==> config.mk <==
export PLATFORM = sky130hd
export DESIGN_NAME = im_mem_arbiter_flat
export DESIGN_NICKNAME = d
export VERILOG_FILES = /design/src/rtl/im_mem_arbiter_pkg.sv /design/src/rtl/im_mem_arbiter_if.sv /design/src/rtl/im_mem_arbiter_wr_fifo.sv /design/src/rtl/im_mem_arbiter.sv /design/src/flat_wrapper.sv
export SDC_FILE = /design/constraint.sdc
export NUM_CORES = 1
export LEC_CHECK = 0
export CAP_MARGIN = 20
export CORE_ASPECT_RATIO = 0.8
export CORE_UTILIZATION = 61
export DETAILED_ROUTE_END_ITERATION = 16
export HOLD_SLACK_MARGIN = 0.03
export PLACE_DENSITY = 0.88
export SYNTH_ARGS = -nofsm -noshare
export SYNTH_HDL_FRONTEND = slang
export SYNTH_SLANG_ARGS = --single-unit
==> constraint.sdc <==
create_clock -name clk -period 10.2 [get_ports clk]
set_input_delay 2.04 -clock clk [delete_from_list [all_inputs] [get_ports clk]]
set_output_delay 2.04 -clock clk [all_outputs]
set_load 0.02 [all_outputs]
==> src/rtl/im_mem_arbiter_pkg.sv <==
// im_arb_pkg: shared constants, FSM states and frame-buffer address helper for the IM arbiter
package im_arb_pkg;
  localparam int SCREEN_W = 640;
  localparam int SCREEN_H = 480;
  localparam int RGB_W = 12;
  typedef enum logic [1:0] {IDLE, DRAIN, FILL} state_t;
  function automatic logic [31:0] fb_addr(input logic [9:0] x, input logic [9:0] y, input int fb_w, input int scale_log2);
    return 32'(int'(y >> scale_log2) * fb_w + int'(x >> scale_log2));
  endfunction
endpackage

==> src/rtl/im_mem_arbiter_if.sv <==
// im_mem_arbiter_if: single-port IM RAM bus; master is the arbiter, slave is the RAM
interface im_mem_arbiter_if import im_arb_pkg::*; #(parameter int ADDR_W = 15) ();
  logic              mem_en;
  logic              mem_we;
  logic [ADDR_W-1:0] mem_addr;
  logic [RGB_W-1:0]  mem_wdata;
  logic [RGB_W-1:0]  mem_rdata;
  modport master (output mem_en, mem_we, mem_addr, mem_wdata, input mem_rdata);
  modport slave  (input mem_en, mem_we, mem_addr, mem_wdata, output mem_rdata);
endinterface

==> src/rtl/im_mem_arbiter_wr_fifo.sv <==
// im_wr_fifo: synchronous FIFO holding buffered CPU {addr, data} writes
module im_wr_fifo #(
  parameter int DW    = 27,
  parameter int DEPTH = 8
) (
  input  logic          clk,
  input  logic          rst,
  input  logic          push,
  input  logic          pop,
  input  logic [DW-1:0] wdata,
  output logic [DW-1:0] rdata,
  output logic          full,
  output logic          empty
);
  localparam int PW = $clog2(DEPTH);
  logic [DW-1:0] buf_q [DEPTH];
  logic [PW:0]   wp, rp;
  assign empty = wp == rp;
  assign full  = (wp[PW] != rp[PW]) && (wp[PW-1:0] == rp[PW-1:0]);
  assign rdata = buf_q[rp[PW-1:0]];
  always_ff @(posedge clk)
    if (push) buf_q[wp[PW-1:0]] <= wdata;
  always_ff @(posedge clk)
    if (rst) begin
      wp <= '0;
      rp <= '0;
    end else begin
      if (push) wp <= wp + (PW+1)'(1);
      if (pop) rp <= rp + (PW+1)'(1);
    end
endmodule

==> src/rtl/im_mem_arbiter.sv <==
// im_mem_arbiter: shares the IM RAM between VGA scan-out reads, buffered CPU writes and a fill engine
module im_mem_arbiter import im_arb_pkg::*; #(
  parameter int FB_W       = 160,
  parameter int FB_H       = 120,
  parameter int SCALE_LOG2 = 2,
  parameter int ADDR_W     = 15,
  parameter int FIFO_DEPTH = 8
) (
  input  logic              clk,
  input  logic              rst,
  input  logic              pix_en,
  input  logic [9:0]        pixel_x,
  input  logic [9:0]        pixel_y,
  output logic [RGB_W-1:0]  rgb,
  input  logic              cpu_valid,
  output logic              cpu_ready,
  input  logic [ADDR_W-1:0] cpu_addr,
  input  logic [RGB_W-1:0]  cpu_wdata,
  input  logic              fill_start,
  input  logic [RGB_W-1:0]  fill_color,
  output logic              busy,
  output logic              fill_done,
  output logic              err_oob,
  im_mem_arbiter_if.master  mem
);
  localparam int FB_N = FB_W * FB_H;
  localparam logic [ADDR_W:0] FB_LIM = (ADDR_W+1)'(FB_N);
  state_t            state;
  logic [ADDR_W-1:0] fill_addr, head_addr;
  logic [RGB_W-1:0]  fill_col, head_data;
  logic              full, empty, video, vid_d, blank_d, push, pop, head_ok, cpu_wr, fill_wr;
  assign video     = pix_en && pixel_x < 10'(SCREEN_W) && pixel_y < 10'(SCREEN_H);
  assign cpu_ready = !rst && !full && state == IDLE;
  assign push      = cpu_valid && cpu_ready;
  assign pop       = !rst && !video && !empty;
  assign head_ok   = {1'b0, head_addr} < FB_LIM;
  assign cpu_wr    = pop && head_ok;
  assign fill_wr   = !rst && !video && state == FILL;
  assign busy      = !rst && (!empty || state != IDLE);
  // Video slots win outright; everything else only uses the bus on free cycles.
  assign mem.mem_en    = !rst && (video || cpu_wr || fill_wr);
  assign mem.mem_we    = cpu_wr || fill_wr;
  assign mem.mem_addr  = rst ? '0 : video ? ADDR_W'(fb_addr(pixel_x, pixel_y, FB_W, SCALE_LOG2)) :
                         cpu_wr ? head_addr : fill_wr ? fill_addr : '0;
  assign mem.mem_wdata = cpu_wr ? head_data : fill_wr ? fill_col : '0;
  im_wr_fifo #(.DW(ADDR_W + RGB_W), .DEPTH(FIFO_DEPTH)) u_fifo (
    .clk   (clk),
    .rst   (rst),
    .push  (push),
    .pop   (pop),
    .wdata ({cpu_addr, cpu_wdata}),
    .rdata ({head_addr, head_data}),
    .full  (full),
    .empty (empty)
  );
  always_ff @(posedge clk)
    if (rst) begin
      state     <= IDLE;
      fill_addr <= '0;
      fill_col  <= '0;
      fill_done <= 1'b0;
      err_oob   <= 1'b0;
      vid_d     <= 1'b0;
      blank_d   <= 1'b0;
      rgb       <= '0;
    end else begin
      vid_d     <= video;
      blank_d   <= pix_en && !video;
      rgb       <= vid_d ? mem.mem_rdata : blank_d ? '0 : rgb;
      fill_done <= 1'b0;
      if (pop && !head_ok) err_oob <= 1'b1;
      case (state)
        IDLE: if (fill_start) begin
          fill_col <= fill_color;
          state    <= DRAIN;
        end
        DRAIN: if (empty) state <= FILL;
        FILL: if (fill_wr) begin
          if (fill_addr == ADDR_W'(FB_N - 1)) begin
            fill_addr <= '0;
            fill_done <= 1'b1;
            state     <= IDLE;
          end else fill_addr <= fill_addr + ADDR_W'(1);
        end
        default: state <= IDLE;
      endcase
    end
endmodule

==> src/flat_wrapper.sv <==
// flat-port wrapper written by rule: the top's interface ports become plain ports
module im_mem_arbiter_flat import im_arb_pkg::*;
#(
  parameter int FB_W       = 160,
  parameter int FB_H       = 120,
  parameter int SCALE_LOG2 = 2,
  parameter int ADDR_W     = 15,
  parameter int FIFO_DEPTH = 8
)
  (clk, rst, pix_en, pixel_x, pixel_y, rgb, cpu_valid, cpu_ready, cpu_addr, cpu_wdata, fill_start, fill_color, busy, fill_done, err_oob, mem_mem_en, mem_mem_we, mem_mem_addr, mem_mem_wdata, mem_mem_rdata);
  im_mem_arbiter_if #(.ADDR_W(ADDR_W)) mem_i ();
  input  logic clk;
  input  logic rst;
  input  logic pix_en;
  input  logic [9:0] pixel_x;
  input  logic [9:0] pixel_y;
  output logic [RGB_W-1:0] rgb;
  input  logic cpu_valid;
  output logic cpu_ready;
  input  logic [ADDR_W-1:0] cpu_addr;
  input  logic [RGB_W-1:0] cpu_wdata;
  input  logic fill_start;
  input  logic [RGB_W-1:0] fill_color;
  output logic busy;
  output logic fill_done;
  output logic err_oob;
  output wire logic [$bits(mem_i.mem_en)-1:0] mem_mem_en;
  output wire logic [$bits(mem_i.mem_we)-1:0] mem_mem_we;
  output wire logic [$bits(mem_i.mem_addr)-1:0] mem_mem_addr;
  output wire logic [$bits(mem_i.mem_wdata)-1:0] mem_mem_wdata;
  input wire logic [$bits(mem_i.mem_rdata)-1:0] mem_mem_rdata;
  assign mem_mem_en = mem_i.mem_en;
  assign mem_mem_we = mem_i.mem_we;
  assign mem_mem_addr = mem_i.mem_addr;
  assign mem_mem_wdata = mem_i.mem_wdata;
  assign mem_i.mem_rdata = mem_mem_rdata;
  im_mem_arbiter #(.FB_W(FB_W), .FB_H(FB_H), .SCALE_LOG2(SCALE_LOG2), .ADDR_W(ADDR_W), .FIFO_DEPTH(FIFO_DEPTH)) u_core (.clk(clk), .rst(rst), .pix_en(pix_en), .pixel_x(pixel_x), .pixel_y(pixel_y), .rgb(rgb), .cpu_valid(cpu_valid), .cpu_ready(cpu_ready), .cpu_addr(cpu_addr), .cpu_wdata(cpu_wdata), .fill_start(fill_start), .fill_color(fill_color), .busy(busy), .fill_done(fill_done), .err_oob(err_oob), .mem(mem_i));
endmodule
==> metrics.txt <==
run status complete, no violations; Synth Instances 754; Hold Worst Slack 0.4671 ns; Initial DRC Count 905; io pins 121; Final WS setup 2.651 ns; Final Core Density 0.7561; Post-Place Setup Slack 2.767 ns; VDD IR max 0.2081 mV; Sw Pwr 0.6733 mW; register area share after synthesis 0.6604; clock root buffer clkbuf_16; commonest cells after routing, fill and taps aside edfxtp_1, clkdlybuf4s50_1, nand2_1; Worst-Skew Late Latency 0.53 ns; Die Width 155.6 microns; CP required 8.16 ns; Tot GR Track Use 0.2914; syn_nets 850; Max Buffers Root-to-Sink 3; Synth-to-Final Area Change 20.35%; n_diodes 0; clock group share of total power 0.376; top_reg_cell synth edfxtp_1; FFs w/ async S/R, synth 0; Startpoint Class input pin; post-route clock period utilization 0.7401; Core Box Area 18330 sq um; register bit total from synthesis 272; Avg Cell Area, Syn 15.28 sq um; RSZ-0062 raised after global routing false; worst slew pin tran 1.042 ns; met1 Usage GRT 0.4000; switching share of total power 0.2480; initial antenna violation count 1; Die Y 124.9 microns; largest net degree at the start of global routing 50; commonest non-fill, non-tap cell in the layout edfxtp_1; sequential share of power 0.460; Final nets 967; PostCTS Resize Cnt 0; Lkg Pwr 4.570 nW; first-pass GRT wire length 41.97 mm; WS Path Type input pin to primary output; Die Area 19440 sq um; WL/cell 23.89 microns; # rows 44; GR peak layer met2; Critical Path End Type primary output; CP Data Arrival Time 5.51 ns; Synth warnings 0; Slew Limit Headroom 0.3010; Netlist cell types 62; CTS tree built; cell internal pwr 2.042 mW; met2 usage 0.4608; total global routing overflow 0; Placer Congestion 0.9103; via count 7205; Hold/Removal Path Class flip-flop to flip-flop; final hold vios 0; post-CTS setup buffers 0; Tmin final 7.549 ns; Initial Util 0.6283; met3 GRT Util 0.05776; number of synthesized flops with an enable pin 216; Layout Cells excl Fill 1142; Vias/cell 6.309; DRT Wirelength 27.29 mm; Final setup violation count 0; total power 2.715 mW; P per Cell Area 195.9 nW/um^2; combinational fraction of design power 0.164; layout cell share with drive strength beyond 1 0.1541; Area after DPL 12940 sq um; port buffer count 116; synthesized cell area 11520 sq um; vias in the first global route 7376; Setup TNS 0 ns; cts bufs inserted 26; Hold-fix buffers, CTS 0; drc violations 0; Final ANT Viol Nets 0; fmax 132.5 MHz; placed cell count 1096; Max-Cap Viols 0; final clock skew 0.01291 ns; Finished Cell Area 13860 sq um; CTS sink cnt 272; Final Max Tran Viols 0; first-pass detailed-route iteration total 6; Worst-path clk slew 0.07 ns; Crit Path Max Fanout 49; DP HPWL 15.54 mm; H-tree depth 1
Yosys cell counts, types with 2 or more instances:
master     count  area, sq um
a2111oi_0      2        17.52
a211oi_1       3        22.52
a21o_1         2        15.01
a21oi_1       36        180.2
a31oi_1        3        18.77
and3_1         3        18.77
and4_1         2        17.52
buf_2         12        60.06
buf_4          5        37.54
buf_6          3        33.78
clkbuf_1      18        67.56
dfxtp_1       56         1121
edfxtp_1     216         6486
fa_1           2        40.04
ha_1          18        225.2
inv_1         10        37.54
mux2i_1       23        230.2
mux4_2        54         1216
nand2_1       61        229.0
nand2b_1       5        31.28
nand3_1       39        195.2
nand4_1        4        25.02
nor2_1        48        180.2
nor2b_1        3        18.77
nor3_1        13        65.06
nor3b_1       16        120.1
o211ai_1       2        15.01
o211ai_2       6        75.07
o21ai_0       19        95.09
o21ai_1        4        20.02
o21bai_1       2        15.01
xnor2_1       14        122.6
xor2_1        21        183.9
final timing paths:
check / start / endpoint / slack [ns] / cells after the start
hold / removal: u_core.fill_col[7]$_SDFFE_PP0P_ / u_core.fill_col[7]$_SDFFE_PP0P_ / 0.47 / 2
hold reg to reg: u_core.fill_col[7]$_SDFFE_PP0P_ / u_core.fill_col[7]$_SDFFE_PP0P_ / 0.47 / 2
setup reg to reg: flip-flop / u_core.err_oob$_SDFFE_PP0P_ / 7.40 / 7
setup / recovery: pixel_x[8] / mem_mem_addr[10] / 2.65 / 8
power by group through the flow:
stage	logic [mW]	clock network (mW)	registers (mW)
after global placement	0.425	0	1.27
after detailed placement	0.435	0	1.27
final	0.445	1.02	1.25
after floorplan	0.299	0	1.26
after CTS	0.443	1.03	1.25
after global routing	0.476	1.07	1.25
registers in the layout, indices dropped and copies added, names as in the netlist, named ones only:
name	count
u_core.fill_col	12
u_core.fill_done	1
u_core.u_fifo.buf_q	216
u_core.err_oob	1
u_core.u_fifo.rp	4
u_core.blank_d	1
u_core.rgb	12
u_core.u_fifo.wp	4
u_core.state	2
u_core.vid_d	1
u_core.fill_addr	15
critical path: stages:
cell and delay, ns:
clkdlybuf4s50_1 0.47, o21ai_0 0.54, and3_1 0.50, nor3_4 0.15, nand2b_4 0.50, nand3_1 0.14
a221oi_1 0.46, clkdlybuf4s50_1 0.70
layout make-up:
type,instances,area [sq um]
fill,1033,4471
inverter,12,45.04
timing repair buffer,128,1246
multi-input combinational,431,3715
clock buffer,34,775.7
sequential,272,7614
clock inverter,12,150.1
tap,253,316.6
kinds of logic (layout without fill, tap and decap cells):
| kind of cell | count (synthesis) | after routing | synth area share |
|---|---|---|---|
| buffers and inverters | 51 | 186 | 0.02151 |
| and+or+nand+nor | 208 | 208 | 0.08929 |
| adders and majority gates | 20 | 20 | 0.02303 |
| muxes | 79 | 79 | 0.1285 |
| DFF | 272 | 272 | 0.6604 |
| xor gates and xnor gates | 35 | 35 | 0.02661 |
| AOI/OAI and AO/OA | 89 | 89 | 0.05062 |
metal layers:
layer | vias to the layer above | share of wire
met5 | - | 0
met3 | 90 | 0.089
met4 | 0 | 0.037
met1 | 3578 | 0.40
met2 | 413 | 0.47
li1 | 3124 | -
No activity file was read; power rests on OpenSTA's default activity.
